<file path="config.mk">
export PLATFORM = sky130hd
export DESIGN_NAME = motor_pwm_gen
export DESIGN_NICKNAME = d
export VERILOG_FILES = /design/src/rtl/motor_pwm_gen_pkg.sv /design/src/rtl/motor_pwm_gen_pwm_channel.sv /design/src/rtl/motor_pwm_gen.sv
export SDC_FILE = /design/constraint.sdc
export NUM_CORES = 1
export LEC_CHECK = 0
export CAP_MARGIN = 20
export CORE_ASPECT_RATIO = 1.5
export CORE_MARGIN = 5
export CORE_UTILIZATION = 40
export CTS_CLUSTER_DIAMETER = 50
export DETAILED_ROUTE_END_ITERATION = 16
export SLEW_MARGIN = 20
export SYNTH_ARGS = -nofsm -noshare
export SYNTH_HDL_FRONTEND = slang
export SYNTH_SLANG_ARGS = --single-unit
</file>
<file path="constraint.sdc">
create_clock -name clk -period 10.9 [get_ports clk]
set_clock_uncertainty 0.05 [all_clocks]
set_input_delay 1.635 -clock clk [delete_from_list [all_inputs] [get_ports clk]]
set_output_delay 1.635 -clock clk [all_outputs]
set_load 0.02 [all_outputs]
</file>
<file path="src/rtl/motor_pwm_gen_pkg.sv">
// Shared types, default timing constants and the slew-limit helper for the
// dual-channel motor PWM generator.
package motor_pwm_gen_pkg;

    typedef logic [31:0] duty_t;

    localparam int unsigned PWM_PRESC     = 32'd100;
    localparam int unsigned PWM_PERIOD    = 32'd1000;
    localparam int unsigned PWM_RAMP_STEP = 32'd50;

    // Next applied duty: move toward the target by at most step (step 0 = jump).
    function automatic duty_t ramp_next(input duty_t act, input duty_t tgt, input duty_t step);
        duty_t diff;
        diff = (tgt > act) ? (tgt - act) : (act - tgt);
        if ((step == 32'd0) || (diff <= step)) begin
            return tgt;
        end else if (tgt > act) begin
            return act + step;
        end else begin
            return act - step;
        end
    endfunction

endpackage

</file>
<file path="src/rtl/motor_pwm_gen_pwm_channel.sv">
// One PWM channel: clamps the target duty, slews the applied duty at period
// boundaries and compares it against the shared period counter.
module pwm_channel
    import motor_pwm_gen_pkg::*;
#(
    parameter int unsigned PERIOD    = PWM_PERIOD,
    parameter int unsigned RAMP_STEP = PWM_RAMP_STEP
) (
    input  logic        clk,
    input  logic        rst_n,
    input  logic        en,
    input  logic        bnd,
    input  logic [31:0] cnt,
    input  logic [31:0] duty,
    output logic        pwm_out,
    output logic [31:0] duty_act
);

    localparam duty_t PERIOD_C = duty_t'(PERIOD);
    localparam duty_t STEP_C   = duty_t'(RAMP_STEP);

    duty_t tgt_s;
    duty_t act_nxt_s;
    duty_t act_r;
    logic  pwm_r;

    // Clamp the target and pick the next applied duty; disable overrides a boundary.
    always_comb begin
        tgt_s     = (duty > PERIOD_C) ? PERIOD_C : duty;
        act_nxt_s = act_r;
        if (!en) begin
            act_nxt_s = 32'd0;
        end else if (bnd) begin
            act_nxt_s = ramp_next(act_r, tgt_s, STEP_C);
        end else begin
            act_nxt_s = act_r;
        end
    end

    // Applied-duty register and registered compare output.
    always_ff @(posedge clk or negedge rst_n) begin
        if (!rst_n) begin
            act_r <= 32'd0;
            pwm_r <= 1'b0;
        end else begin
            act_r <= act_nxt_s;
            pwm_r <= en && (cnt < act_r);
        end
    end

    assign pwm_out  = pwm_r;
    assign duty_act = act_r;

endmodule

</file>
<file path="src/rtl/motor_pwm_gen.sv">
// Dual-channel motor PWM generator: shared prescaled timebase and period
// strobe feeding a left and a right pwm_channel.
module motor_pwm_gen
    import motor_pwm_gen_pkg::*;
#(
    parameter int unsigned PRESC     = PWM_PRESC,
    parameter int unsigned PERIOD    = PWM_PERIOD,
    parameter int unsigned RAMP_STEP = PWM_RAMP_STEP
) (
    input  logic        clk,
    input  logic        rst_n,
    input  logic        en,
    input  logic [31:0] duty_l,
    input  logic [31:0] duty_r,
    output logic        pwm_out_l,
    output logic        pwm_out_r,
    output logic [31:0] duty_l_act,
    output logic [31:0] duty_r_act,
    output logic        period_stb
);

    localparam duty_t PRESC_LAST_C  = duty_t'(PRESC - 32'd1);
    localparam duty_t PERIOD_LAST_C = duty_t'(PERIOD - 32'd1);

    duty_t pcnt_r;
    duty_t cnt_r;
    logic  stb_r;
    logic  tick_s;
    logic  bnd_s;

    // Tick and boundary decode from the current counter values.
    always_comb begin
        tick_s = (pcnt_r == PRESC_LAST_C);
        bnd_s  = tick_s && (cnt_r == PERIOD_LAST_C);
    end

    // Prescaler, period counter and registered period strobe.
    always_ff @(posedge clk or negedge rst_n) begin
        if (!rst_n) begin
            pcnt_r <= 32'd0;
            cnt_r  <= 32'd0;
            stb_r  <= 1'b0;
        end else begin
            stb_r <= bnd_s;
            if (tick_s) begin
                pcnt_r <= 32'd0;
                cnt_r  <= (cnt_r == PERIOD_LAST_C) ? 32'd0 : (cnt_r + 32'd1);
            end else begin
                pcnt_r <= pcnt_r + 32'd1;
                cnt_r  <= cnt_r;
            end
        end
    end

    assign period_stb = stb_r;

    pwm_channel #(
        .PERIOD    (PERIOD),
        .RAMP_STEP (RAMP_STEP)
    ) u_chan_l (
        .clk      (clk),
        .rst_n    (rst_n),
        .en       (en),
        .bnd      (bnd_s),
        .cnt      (cnt_r),
        .duty     (duty_l),
        .pwm_out  (pwm_out_l),
        .duty_act (duty_l_act)
    );

    pwm_channel #(
        .PERIOD    (PERIOD),
        .RAMP_STEP (RAMP_STEP)
    ) u_chan_r (
        .clk      (clk),
        .rst_n    (rst_n),
        .en       (en),
        .bnd      (bnd_s),
        .cnt      (cnt_r),
        .duty     (duty_r),
        .pwm_out  (pwm_out_r),
        .duty_act (duty_r_act)
    );

endmodule

</file>
==> summary.md <==
| Metric | Value |
|---|---|
| Status | finished, final reports clean |
| Setup Crit Path Kind | input pin to flop |
| Maximum VDD drop | 0.1037 mV |
| LEAKAGE | 0.008976 µW |
| Register bit total from synthesis | 131 |
| Core area | 44,570 µm² |
| Power per cell area | 67.23 nW/µm² |
| Fin crit share | 89.53% |
| Endpoint class of the critical path | flop |
| Worst skew pair latency | 0.47 ns |
| Setup TNS | 0 ns |
| Die Width | 182.8 µm |
| # port buffers | 133 |
| WL/cell | 20.93 µm |
| Crit path from | duty_r[13] |
| Worst-path fanout max | 50 |
| Fin. Hold Viols | 0 |
| Vias after detailed routing | 18,360 |
| Sw frac | 33.54% |
| Number of synthesis warnings | 0 |
| Library cells used by synthesis | 85 |
| Main area contributors after synthesis | dfrtp_1 18%, ha_1 18%, a21oi_1 6.2%, xnor2_1 5.4%, nand2_1 4.2% |
| Most frequent cell after synthesis | ha_1 |
| Final WS setup | 1.141 ns |
| Fraction of registers with async set/reset | 100.0% |
| Initial core utilization | 40.20% |
| Fmax | 102.5 MHz |
| Critical Path Stages | 26 |
| Area growth, synth to finish | 14.76% |
| Fillers | 4,537 |
| Number of global-route vias before repair | 18,710 |
| # diodes | 0 |
| Total global routing overflow | 0 |
| Post-DRT Antenna Nets | 0 |
| Number of CTS-inserted buffers | 17 |
| Worst EP arrival | 10.08 ns |
| Post-route DRC | 0 |
| Reg clk slew, reported paths | 0.07 ns |
| CP required | 11.22 ns |
| Critical Path Sink | u_chan_r.duty_act[31]$_DFFE_PN0P_ |
| Synth Instances | 2,329 |
| Rows | 95 |
| RSZ-0062 raised after global routing | false |
| I/O pin count | 134 |
| Switch Pwr | 463.7 µW |
| Min-delay worst type | flop to flop |
| Post-DP HPWL | 50,430 µm |
| Post-route minimum period | 9.759 ns |
| Critical R2R Capture | u_chan_r.duty_act[31]$_DFFE_PN0P_ |
| Vias per cell | 5.975 |
| Clock buffer depth | 2 |
| Yosys top cell area share | 18.29% |
| Nets@finish | 2,805 |
| CTS tree | yes |
| Post-synth top area cell | dfrtp_1 |
| Cell Area, Synth | 17,920 µm² |
| Root Driver | clkbuf_16 |
| First-pass GRT wire length | 99,440 µm |
| Slowest stage cell on the critical path | o311ai_0 |
| Crit start category | input pin |
| Max-slew violations | 0 |
| Post-synth EDFFs | 0 |
| Buf+Inv Stages, Crit Path | 3 |
| FF-to-FF path depth | 21 |
| Combinational cell fraction of total power | 21.0% |
| Ratio of cells with drive above 1 in the final layout | 3.171% |
| Post-Route WL | 64,310 µm |
| Reg2Reg Launch Point | u_chan_r.duty_act[17]$_DFFE_PN0P_ |
| R2R setup slack | 3.37 ns |
| Die H | 269.2 µm |
| Largest net degree at the start of global routing | 77 |
| Initial antenna violation count | 0 |
| Clk pwr share | 43.8% |
| Commonest cells in the netlist | 254 x ha_1, 221 x a21oi_1, 201 x nand2_1 |
| H-tree depth | 4 |
| Relative slew slack | 14.70% |
| Postcts setup bufs | 0 |
| CP most frequent cell | a21oi_1 |
| Initial DRC count | 1,158 |
| Top_reg_cell synth | dfrtp_1 |
| Seq/Total Area, Yosys | 18.29% |
| Crit-path leading delay family | simple AND/OR/NAND/NOR gates |
| Actual slew at the worst max-slew pin | 1.270 ns |
| Seq pwr share | 35.1% |
| CTS Hold Bufs | 0 |
| CTS resizes | 0 |
| Global-route usage over all layers | 25.17% |
| Final setup viols | 0 |
| # clock sinks | 131 |
| Slowest stage delay, CP | 0.90 ns |
| Pint | 918.7 µW |
| Placement Setup Slack | 0.7321 ns |
| GP Congestion | 1.026 |
| Drt pass-1 iters | 7 |
| Synth Area per Inst | 7.694 µm² |
| Die ar. | 49,220 µm² |
| Max Cap Viol | 0 |
worst reg2reg max path, stage by stage (launching register included):
cell,delay [ns]
dfrtp_1,0.45
inv_1,0.16
ha_1,0.55
nand2_1,0.26
nor4_1,0.74
nor4bb_1,0.70
a22oi_1,0.23
o21ai_4,0.12
buf_4,0.57
ha_1,0.43
nand2b_1,0.11
a21oi_1,0.11
o311ai_0,0.90
a31oi_1,0.37
or3_1,0.43
a21oi_1,0.22
o21ai_0,0.18
a21o_1,0.21
a21oi_1,0.17
xnor2_1,0.16
nand4_1,0.12
o221ai_1,0.20
state kept, by name, indices dropped and copies added (netlist names):
name / flops
u_chan_r.duty_act: 32
pcnt_r: 32
u_chan_r.pwm_out: 1
u_chan_l.duty_act: 32
u_chan_l.pwm_out: 1
period_stb: 1
cnt_r: 32
stage by stage:
stage	utilization (%)	cells	power, µW	instance area (µm²)	hold slack (ns)
after floorplan	-	2413	683.1	18230	0.3971
after global placement	44.81	3041	769.2	19970	0.4162
after detailed placement	44.81	3041	770.3	19970	0.4196
after CTS	46.13	3073	1385	20560	0.4367
after global routing	46.13	3073	1439	20560	0.4646
final	46.13	3073	1382	20560	0.4308
power groups by stage:
| stage | clock network, µW | registers [µW] | logic (µW) |
|---|---|---|---|
| after floorplan | 0 | 495 | 188 |
| after global placement | 0 | 495 | 274 |
| after detailed placement | 0 | 495 | 275 |
| after CTS | 623 | 486 | 276 |
| after global routing | 639 | 486 | 315 |
| final | 606 | 486 | 290 |
placed cells by master (no fill, tap or decap), drive strengths merged, types with 21 or more instances in the layout:
cell,netlist,layout
o21a,21,21
and2,22,22
o21ai,151,151
dfrtp,131,131
clkdlybuf4s50,0,132
nand3,92,92
a31oi,25,25
and3,39,39
o211ai,21,21
nand2b,36,36
nor3,54,54
nor4,40,40
nor2b,33,33
nor2,134,134
o31ai,37,37
inv,136,144
xnor2,111,111
o21bai,28,28
nand2,201,201
a211oi,34,34
or3,21,21
xor2,51,51
conb,2,86
nand4,57,57
a21oi,221,221
ha,254,254
a21o,79,79
cell families (layout without fill, tap and decap cells):
family	Yosys count	in the layout	synth area share, %
AND/OR/NAND/NOR	782	782	22.30
other	2	86	0.04191
AO/OA/AOI/OAI	733	733	26.28
XOR/XNOR	162	162	7.918
flip-flops	131	131	18.29
multiplexers	24	24	1.390
buffers and inverters	235	313	5.370
adder cells (fa/ha/maj)	260	260	18.41
cell type report:
cell class	count	area [µm²]	share of cell area, %
Multi-Input combinational cell	2047	14040	68.26
Sequential cell	131	3278	15.94
Inverter	137	516.7	2.513
Clock buffer	17	425.4	2.069
Clock inverter	15	163.9	0.7971
Timing Repair Buffer	144	1415	6.882
Tap cell	582	728.2	3.541
worst min path at each step:
stage / start / to / slack [ns] / cells past startpoint
6_report: pcnt_r[31]$_DFF_PN0_ / pcnt_r[31]$_DFF_PN0_ / 0.43 / 1
5_1_grt: pcnt_r[31]$_DFF_PN0_ / pcnt_r[31]$_DFF_PN0_ / 0.46 / 1
4_1_cts: pcnt_r[31]$_DFF_PN0_ / pcnt_r[31]$_DFF_PN0_ / 0.44 / 1
3_5_place_dp: pcnt_r[31]$_DFF_PN0_ / pcnt_r[31]$_DFF_PN0_ / 0.42 / 1
3_3_place_gp: pcnt_r[31]$_DFF_PN0_ / pcnt_r[31]$_DFF_PN0_ / 0.42 / 1
2_1_floorplan: pcnt_r[31]$_DFF_PN0_ / pcnt_r[31]$_DFF_PN0_ / 0.40 / 1
routing by layer:
metal | share of wire [%] | track usage [%]
met1 | 38 | 26.64
met2 | 53 | 47.78
met3 | 3.9 | 3.115
met4 | 5.4 | 13.32
met5 | 0 | 0
No activity file was read; power rests on OpenSTA's default activity.
